## config.mk

```make
export PLATFORM = sky130hd
export DESIGN_NAME = alu_execute
export DESIGN_NICKNAME = d
export VERILOG_FILES = /design/src/rtl/alu_execute.sv
export SDC_FILE = /design/constraint.sdc
export NUM_CORES = 1
export LEC_CHECK = 0
export CORE_MARGIN = 2
export CORE_UTILIZATION = 60
export CTS_CLUSTER_SIZE = 40
export DETAILED_ROUTE_END_ITERATION = 7
export DONT_BUFFER_PORTS = 1
export GPL_ROUTABILITY_DRIVEN = 0
export PLACE_DENSITY = 0.9
export SLEW_MARGIN = 20
export SYNTH_ARGS = -nofsm -noshare
export SYNTH_HDL_FRONTEND = slang
export SYNTH_SLANG_ARGS = --single-unit
```

## constraint.sdc

```tcl
create_clock -name clk -period 0.81 [get_ports clk]
set_input_delay 0.1215 -clock clk [delete_from_list [all_inputs] [get_ports clk]]
set_output_delay 0.1215 -clock clk [all_outputs]
set_load 0.02 [all_outputs]
```

## src/rtl/alu_execute.sv

```systemverilog
// -----------------------------------------------------------------------------
// alu_execute
//   Execute stage ALU. It takes one decoded operation per cycle and returns a
//   registered result one cycle after acceptance. Integer add/sub/logic/
//   compare/shift, LUI/AUIPC, load/store address generation, jumps and
//   conditional branches are all single-cycle.
//
//   Optional feature, macro ALU_MUL_EN:
//     defined   -> opcode 001010 (mul) runs on a 32-iteration shift-add
//                  multiplier (IDLE -> MUL -> DONE -> IDLE), 33-cycle latency.
//     undefined -> 001010 is reported as illegal like any other unused code.
//
//   Handshake: an operation is accepted on a rising clk edge where in_valid
//   and in_ready are both 1. out_valid is a one-cycle pulse, and
//   result/target/branch_taken/illegal hold their values until the next pulse.
//
// Ports
//   clk, rst_n          clock (rising edge) and asynchronous active-low reset
//   in_valid / in_ready input handshake
//   alu_select [5:0]    operation code
//   op_a, op_b          rs1 / rs2 values
//   imm                 sign-extended immediate (LUI/AUIPC already shifted)
//   pc                  instruction address
//   out_valid           result pulse
//   result              ALU result, link value or effective address
//   branch_taken        control transfer taken
//   target              transfer target (0 for non-transfer ops)
//   illegal             alu_select not executable
//   dbg_state [1:0]     FSM state (0 IDLE, 1 MUL, 2 DONE; always 0 without mul)
// -----------------------------------------------------------------------------
module alu_execute (
  input  logic        clk,
  input  logic        rst_n,
  input  logic        in_valid,
  output logic        in_ready,
  input  logic [5:0]  alu_select,
  input  logic [31:0] op_a,
  input  logic [31:0] op_b,
  input  logic [31:0] imm,
  input  logic [31:0] pc,
  output logic        out_valid,
  output logic [31:0] result,
  output logic        branch_taken,
  output logic [31:0] target,
  output logic        illegal,
  output logic [1:0]  dbg_state
);

  typedef enum logic [1:0] {
    ST_IDLE = 2'd0,
    ST_MUL  = 2'd1,
    ST_DONE = 2'd2
  } state_e;

  localparam logic [5:0] OP_MUL   = 6'd10;
  localparam logic [5:0] OP_IMM_0 = 6'd11;  // first immediate-form arith op
  localparam logic [5:0] OP_IMM_9 = 6'd20;  // last immediate-form arith op

  // ---------------------------------------------------------------------------
  // Single-cycle datapath (combinational)
  // ---------------------------------------------------------------------------
  logic        is_arith;
  logic [5:0]  arith_idx;
  logic [31:0] rhs;
  logic [4:0]  shamt;
  logic [31:0] res_c;
  logic [31:0] tgt_c;
  logic        br_c;
  logic        ill_c;

  always_comb begin
    is_arith  = (alu_select <= 6'd9);
    arith_idx = alu_select;
    rhs       = op_b;
    res_c     = 32'd0;
    tgt_c     = 32'd0;
    br_c      = 1'b0;
    ill_c     = 1'b0;

    // Immediate forms reuse the register-register encodings 0..9 with imm
    // standing in for op_b.
    if (alu_select >= OP_IMM_0 && alu_select <= OP_IMM_9) begin
      is_arith  = 1'b1;
      arith_idx = alu_select - OP_IMM_0;
      rhs       = imm;
    end
    shamt = rhs[4:0];

    if (is_arith) begin
      case (arith_idx)
        6'd0:    res_c = op_a + rhs;
        6'd1:    res_c = op_a - rhs;
        6'd2:    res_c = op_a & rhs;
        6'd3:    res_c = op_a | rhs;
        6'd4:    res_c = op_a ^ rhs;
        6'd5:    res_c = {31'd0, ($signed(op_a) < $signed(rhs))};
        6'd6:    res_c = {31'd0, (op_a < rhs)};
        6'd7:    res_c = $unsigned($signed(op_a) >>> shamt);
        6'd8:    res_c = op_a >> shamt;
        6'd9:    res_c = op_a << shamt;
        default: res_c = 32'd0;
      endcase
    end else begin
      case (alu_select)
        6'd21: res_c = imm;                       // lui
        6'd22: res_c = pc + imm;                  // auipc
        6'd23,
        6'd24: res_c = op_a + imm;                // lw / sw address
        6'd25: begin                              // jr
          res_c = pc + 32'd4;
          tgt_c = op_a & ~32'd1;
          br_c  = 1'b1;
        end
        6'd26: begin                              // jalr
          res_c = pc + 32'd4;
          tgt_c = (op_a + imm) & ~32'd1;
          br_c  = 1'b1;
        end
        6'd27: begin                              // jal
          res_c = pc + 32'd4;
          tgt_c = pc + imm;
          br_c  = 1'b1;
        end
        6'd28: begin tgt_c = pc + imm; br_c = (op_a == op_b);                   end
        6'd29: begin tgt_c = pc + imm; br_c = (op_a != op_b);                   end
        6'd30: begin tgt_c = pc + imm; br_c = ($signed(op_a) <  $signed(op_b)); end
        6'd31: begin tgt_c = pc + imm; br_c = ($signed(op_a) >= $signed(op_b)); end
        6'd32: begin tgt_c = pc + imm; br_c = (op_a <  op_b);                   end
        6'd33: begin tgt_c = pc + imm; br_c = (op_a >= op_b);                   end
        // 001010 lands here too; with the multiplier built it is steered to
        // the FSM before this decode is ever used.
        default: ill_c = 1'b1;
      endcase
    end
  end

  // ---------------------------------------------------------------------------
  // Output registers (and multiplier when enabled)
  // ---------------------------------------------------------------------------
  logic        out_valid_q;
  logic [31:0] result_q;
  logic [31:0] target_q;
  logic        branch_q;
  logic        illegal_q;

`ifdef ALU_MUL_EN
  state_e      state_q;
  logic [31:0] mcand_q;   // multiplicand, shifted left each iteration
  logic [31:0] mplier_q;  // multiplier, shifted right each iteration
  logic [31:0] acc_q;     // running low 32 bits of the product
  logic [4:0]  iter_q;
  logic [31:0] acc_d;

  assign acc_d = acc_q + (mplier_q[0] ? mcand_q : 32'd0);

  // Operands are copied into mcand_q/mplier_q at acceptance, so op_a/op_b may
  // change freely while the multiply runs.
  always_ff @(posedge clk or negedge rst_n) begin
    if (!rst_n) begin
      state_q     <= ST_IDLE;
      out_valid_q <= 1'b0;
      result_q    <= 32'd0;
      target_q    <= 32'd0;
      branch_q    <= 1'b0;
      illegal_q   <= 1'b0;
      mcand_q     <= 32'd0;
      mplier_q    <= 32'd0;
      acc_q       <= 32'd0;
      iter_q      <= 5'd0;
    end else begin
      out_valid_q <= 1'b0;
      case (state_q)
        ST_IDLE: begin
          if (in_valid) begin
            if (alu_select == OP_MUL) begin
              mcand_q  <= op_a;
              mplier_q <= op_b;
              acc_q    <= 32'd0;
              iter_q   <= 5'd0;
              state_q  <= ST_MUL;
            end else begin
              out_valid_q <= 1'b1;
              result_q    <= res_c;
              target_q    <= tgt_c;
              branch_q    <= br_c;
              illegal_q   <= ill_c;
            end
          end
        end
        ST_MUL: begin
          acc_q    <= acc_d;
          mcand_q  <= mcand_q << 1;
          mplier_q <= mplier_q >> 1;
          iter_q   <= iter_q + 5'd1;
          // Last of 32 iterations: publish the product as DONE is entered.
          if (iter_q == 5'd31) begin
            state_q     <= ST_DONE;
            out_valid_q <= 1'b1;
            result_q    <= acc_d;
            target_q    <= 32'd0;
            branch_q    <= 1'b0;
            illegal_q   <= 1'b0;
          end
        end
        ST_DONE: state_q <= ST_IDLE;
        default: state_q <= ST_IDLE;
      endcase
    end
  end

  assign in_ready  = (state_q == ST_IDLE);
  assign dbg_state = state_q;
`else
  always_ff @(posedge clk or negedge rst_n) begin
    if (!rst_n) begin
      out_valid_q <= 1'b0;
      result_q    <= 32'd0;
      target_q    <= 32'd0;
      branch_q    <= 1'b0;
      illegal_q   <= 1'b0;
    end else begin
      out_valid_q <= in_valid;
      if (in_valid) begin
        result_q  <= res_c;
        target_q  <= tgt_c;
        branch_q  <= br_c;
        illegal_q <= ill_c;
      end
    end
  end

  assign in_ready  = 1'b1;
  assign dbg_state = ST_IDLE;
`endif

  assign out_valid    = out_valid_q;
  assign result       = result_q;
  assign target       = target_q;
  assign branch_taken = branch_q;
  assign illegal      = illegal_q;

endmodule

```

==> results of run 1 <==
-- what timing repair did --
| action | 4_1_cts |
|---|---|
| endpoints found under the setup margin | 133 |
| gates resized for setup | 639 |
| gates cloned | 6 |
| pin swaps | 210 |
| hold buffers | 6 |
| buffers inserted | 126 |
| endpoints found under the hold margin | 84 |
-- per-layer routing --
metal,GRT usage [%],GRT overflow
met5,103,108
met3,105,608
met1,106,769
met4,128,947
met2,153,3525
-- stage by stage --
stage	worst slack (ns)	setup TNS (ns)	cells	hold slack (ns)	cell area [um2]
after floorplan	-3.61	-148.20	2682	-0.174	20000
after detailed placement	-3.62	-165.12	3773	-0.172	26100
after CTS	-2.89	-149.63	3914	-0.566	30500
after global placement	-3.14	-146.52	3773	-0.172	26100
-- cell families after synthesis --
logic type | Yosys count | synth area share, %
mux | 147 | 9.12
compound gates | 984 | 36.1
xor+xnor | 105 | 4.84
fa+ha+maj | 197 | 13.1
buf+inv | 339 | 7.14
other cells | 2 | 0.0396
simple gates | 840 | 20.8
flops | 67 | 8.83
==> results.md, run 1 <==
* Clock Tree Buf Depth at 2
* Number of flops mapped to enable cells by yosys at 0
* Post-synth top cells: nand2_1 (275), a21oi_1 (229), nor2_1 (209)
* Global-route wire length before repair at 301 mm
* Most common cell in the netlist: nand2_1
* Cell area after synthesis at 19000 um2
* Row Count at 65
* Largest net degree at the start of global routing at 68
* Vias in the first global route at 43400
* Post-DP HPWL at 93.9 mm
* Synth area leaders: ha_1 (13%), dfrtp_1 (8.8%), mux2i_1 (6.1%)
* Chip Width at 182 um
* Num CTS Buffers at 9
* Tool error message: [ERROR GRT-0116] Global routing finished with congestion. Check the congestion regions in the DRC Viewer.
* H-tree depth at 3
* Grt total ovfl at 5957
* Synth Warn # at 0
* Async SR Flop Fraction at 100%
* Die Ht at 182 um
* Tot GR Track Use at 122%
* Fail Step: global routing (5_1_grt)
* Yosys top cell area share at 12.8%
* Register area share after synthesis at 8.83%
* Ys flop type: dfrtp_1
* CTS sink cnt at 67
* Starting Density at 60.5%
* Post-synth top area cell: ha_1
* Clk Tree Root Cell: clkbuf_16
* Cells after synthesis at 2681
* Synth cell types at 94
* PortBufs at 0
* Status: did not finish
* #FFs+latches synth at 67
* I/O pins at 207
* Synthesized area per cell at 7.08 um2
==> inputs of run 2 (changes only) <==
--- a/config.mk
+++ b/config.mk
@@ -6,12 +6,11 @@
 export NUM_CORES = 1
 export LEC_CHECK = 0
 export CORE_MARGIN = 2
-export CORE_UTILIZATION = 60
-export CTS_CLUSTER_SIZE = 40
+export CORE_UTILIZATION = 40
 export DETAILED_ROUTE_END_ITERATION = 7
 export DONT_BUFFER_PORTS = 1
 export GPL_ROUTABILITY_DRIVEN = 0
-export PLACE_DENSITY = 0.9
+export PLACE_DENSITY_LB_ADDON = 0.15
 export SLEW_MARGIN = 20
 export SYNTH_ARGS = -nofsm -noshare
 export SYNTH_HDL_FRONTEND = slang
==> constraint.sdc (replaced) <==
create_clock -name clk -period 1.1 [get_ports clk]
set_input_delay 0.165 -clock clk [delete_from_list [all_inputs] [get_ports clk]]
set_output_delay 0.165 -clock clk [all_outputs]
set_load 0.02 [all_outputs]
==> run 2 against run 1 <==
The flow now finishes, with violations (negative hold slack, negative setup slack). Synthesized cell count did not move. Area after synthesis is the same.
==> results.md, run 2 <==
* Grt total ovfl at 0
* DRT Pass-1 Iters at 6
* Proportion of layout cells with a drive suffix above 1 at 43.1%
* Row Count at 79 (+22%)
* Post-DP HPWL at 82.4 mm (-12%)
* Status: finished, violations left
* Clk Tree Root Cell: clkbuf_16
* Post-synth top area cell: ha_1
* Critical path endpoint category: flop
* DP Cell Count at 3993 (+5.8%)
* Most frequent cells in the layout: buf_4 (860), nand2_1 (261), nor2_1 (200)
* CP arrival at 3.99 ns
* Kind of critical path: input pin to flop
* CP max-delay cell: or3b_4
* Cells after synthesis at 2681 (unchanged)
* Clock share of power at 12.5%
* Ys flop type: dfrtp_1
* CTS tree: yes
* # nets final at 3849
* Synth cell types at 94 (unchanged)
* Hold buffer count at cts at 7 (+1)
* Num CTS Buffers at 9 (unchanged)
* Synth area leaders: ha_1 (13%), dfrtp_1 (8.8%), mux2i_1 (6.1%)
* Starting Density at 40.7% (-20 points)
* Post-route minimum period at 3.75 ns
* Maximum vdd drop at 0.563 mV
* I/O pins at 207 (unchanged)
* Fin. Hold Viols at 67
* Cell area after synthesis at 19000 um2 (unchanged)
* Via count at 27700
* CTS sink cnt at 67 (unchanged)
* Comb power frac at 76.0%
* Drc violations at 0
* Die Ht at 222 um (+22%)
* Pint at 12.5 mW
* Fin crit share at 341%
* Max incr delay on CP at 0.40 ns
* Most common cell in the netlist: nand2_1
* Design Area, Final at 31000 um2
* Register area share after synthesis at 8.83% (unchanged)
* Metal3 WL at 14.5 mm
* Total net switching power at 10.6 mW
* Total power at 23.1 mW
* #FFs+latches synth at 67 (unchanged)
* Commonest non-fill, non-tap cell in the layout: buf_4
* DR top layer: met4
* Routed vias/inst at 6.71
* Initial antenna violation count at 0
* Chip Width at 222 um (+22%)
* Insertion delay to the later sink of the worst-skew pair at 0.37 ns
* PortBufs at 0 (unchanged)
* Slew Viols, Final at 0
* Failing checks: negative hold slack, negative setup slack
* Initial DRC count at 3847
* Routed Antenna Nets at 0
* Setup_tns at -113.04 ns
* RSZ-0062 raised after global routing: yes
* Routed met2 length at 47.5 mm
* Placed cell area at 26500 um2 (+1.8%)
* Synth Warn # at 0 (unchanged)
* Register share of total power at 11.5%
* Fmax at 267 MHz
* Global-route wire length before repair at 160 mm
* Final Skew at 0 ns
* Largest net degree at the start of global routing at 68
* M1 wire length at 40.2 mm
* Setup WS post-layout at -2.65 ns
* Final core utilization at 66.4%
* Leak at 13.6 nW
* CP Launch Type: input pin
* Async SR Flop Fraction at 100% (unchanged)
* Slew @ Worst Pin at 1.07 ns
* Final setup violation count at 87
* H-tree depth at 3 (unchanged)
* Worst Reg2Reg Path Length in Cells at 3
* MaxCap Viol Count at 0
* Post-synth top cells: nand2_1 (275), a21oi_1 (229), nor2_1 (209)
* Sw Ratio at 45.7%
* Fillers at 3721
* Yosys top cell area share at 12.8% (unchanged)
* Clock Tree Buf Depth at 2 (unchanged)
* Non-filler instance count after layout at 4126
* Tot GR Track Use at 42.3%
* Number of flops mapped to enable cells by yosys at 0 (unchanged)
* Synthesized area per cell at 7.08 um2 (unchanged)
* Die area at 49200 um2
* Pre-CTS setup slack at -3.22 ns (+0.402 ns)
* WHS at -0.515 ns
* Layout Area Growth over Synthesis at 63.3%
* WL/cell at 27.1 um
* Pwr dens at 745 nW/um2
* Crit-path cells: or3b_4 > o32ai_4 > buf_12 > mux2i_4 > clkinv_2 > ha_4 > or3_4 > nor4bb_4 > nor3_4 > a32oi_1 > buf_4 > nand3_4 > a41oi_4 > buf_6 > o21ai_2 > mux2_4 > a221oi_4 > o211ai_1
* Hold crit path type: input pin to asynchronous set/reset pin
* Core Box Area at 46700 um2
* Routed wire length at 112 mm
* CP required at 1.34 ns
* Clock transition at path regs at 0.06 ns
* Worst Path Max Fanout at 10
* Rel. slew slack at 28.5%
* Vias in the first global route at 26800
run 2: cell counts after synthesis:
Identical to the previous run, type by type.
run 2: metal layers:
metal,GRT usage (%),up-vias
met5,0,-
met4,29.7,0
met3,10.5,595
met2,65.5,2123
met1,51.4,13100
li1,-,11800
run 2: final cells by class:
cell class	count	area, um2	share of cell area [%]
Multi-Input combinational cell	2276	19100	61.6
Tap cell	607	759	2.45
Sequential cell	67	1680	5.43
Inverter	150	603	1.95
Timing Repair Buffer	1011	8600	27.8
Clock buffer	11	233	0.751
Antenna cell	1	2.50	0.00807
Clock inverter	3	17.5	0.0565
run 2: logic make-up (layout without fill, tap and decap cells):
kind of cell               Yosys count  after routing  share of synthesized area (%)
DFF                                 67             67                           8.83
xor gates and xnor gates           105            105                           4.84
buffers and inverters              339           1175                           7.14
AOI/OAI and AO/OA                  984            984                           36.1
adders and majority gates          197            197                           13.1
and+or+nand+nor                    840            840                           20.8
other                                2              4                         0.0396
muxes                              147            147                           9.12
run 2: critical path: cells and delay by family:
family	cells	cell delay, ns
muxes	2	0.58
AOI/OAI and AO/OA	6	1.14
adders and majority gates	1	0.17
buffers and inverters	4	0.61
and+or+nand+nor	5	1.31
run 2: path summary, 6_finish.rpt:
check	slack, ns	end	from
max	-2.65	result[31]	alu_select[5]
min in group clk	0.01	result[2]	in_valid
max reg2reg	-0.12	result[28]	result[28]
min reg2reg	0.50	target[7]	target[7]
min	-0.51	target[26]	rst_n
max in group asynchronous	1.45	target[3]	rst_n
run 2: repair_timing:
item,in CTS,in global routing
cloned,7,5
pin swaps,146,145
endpoints found under the setup margin,98,92
setup buffers,70,45
hold endpoints to repair,84,67
gates resized for setup,424,221
run 2: power by group through the flow:
stage | Combinational (mW) | Sequential (mW) | Clock (mW)
after detailed placement | 13.7 | 2.68 | 0
after floorplan | 7.71 | 2.74 | 0
after global routing | 18.3 | 2.66 | 2.95
after CTS | 15.7 | 2.65 | 2.87
after global placement | 13.5 | 2.68 | 0
final | 17.6 | 2.66 | 2.88
Power figures use the tool's default switching activity.
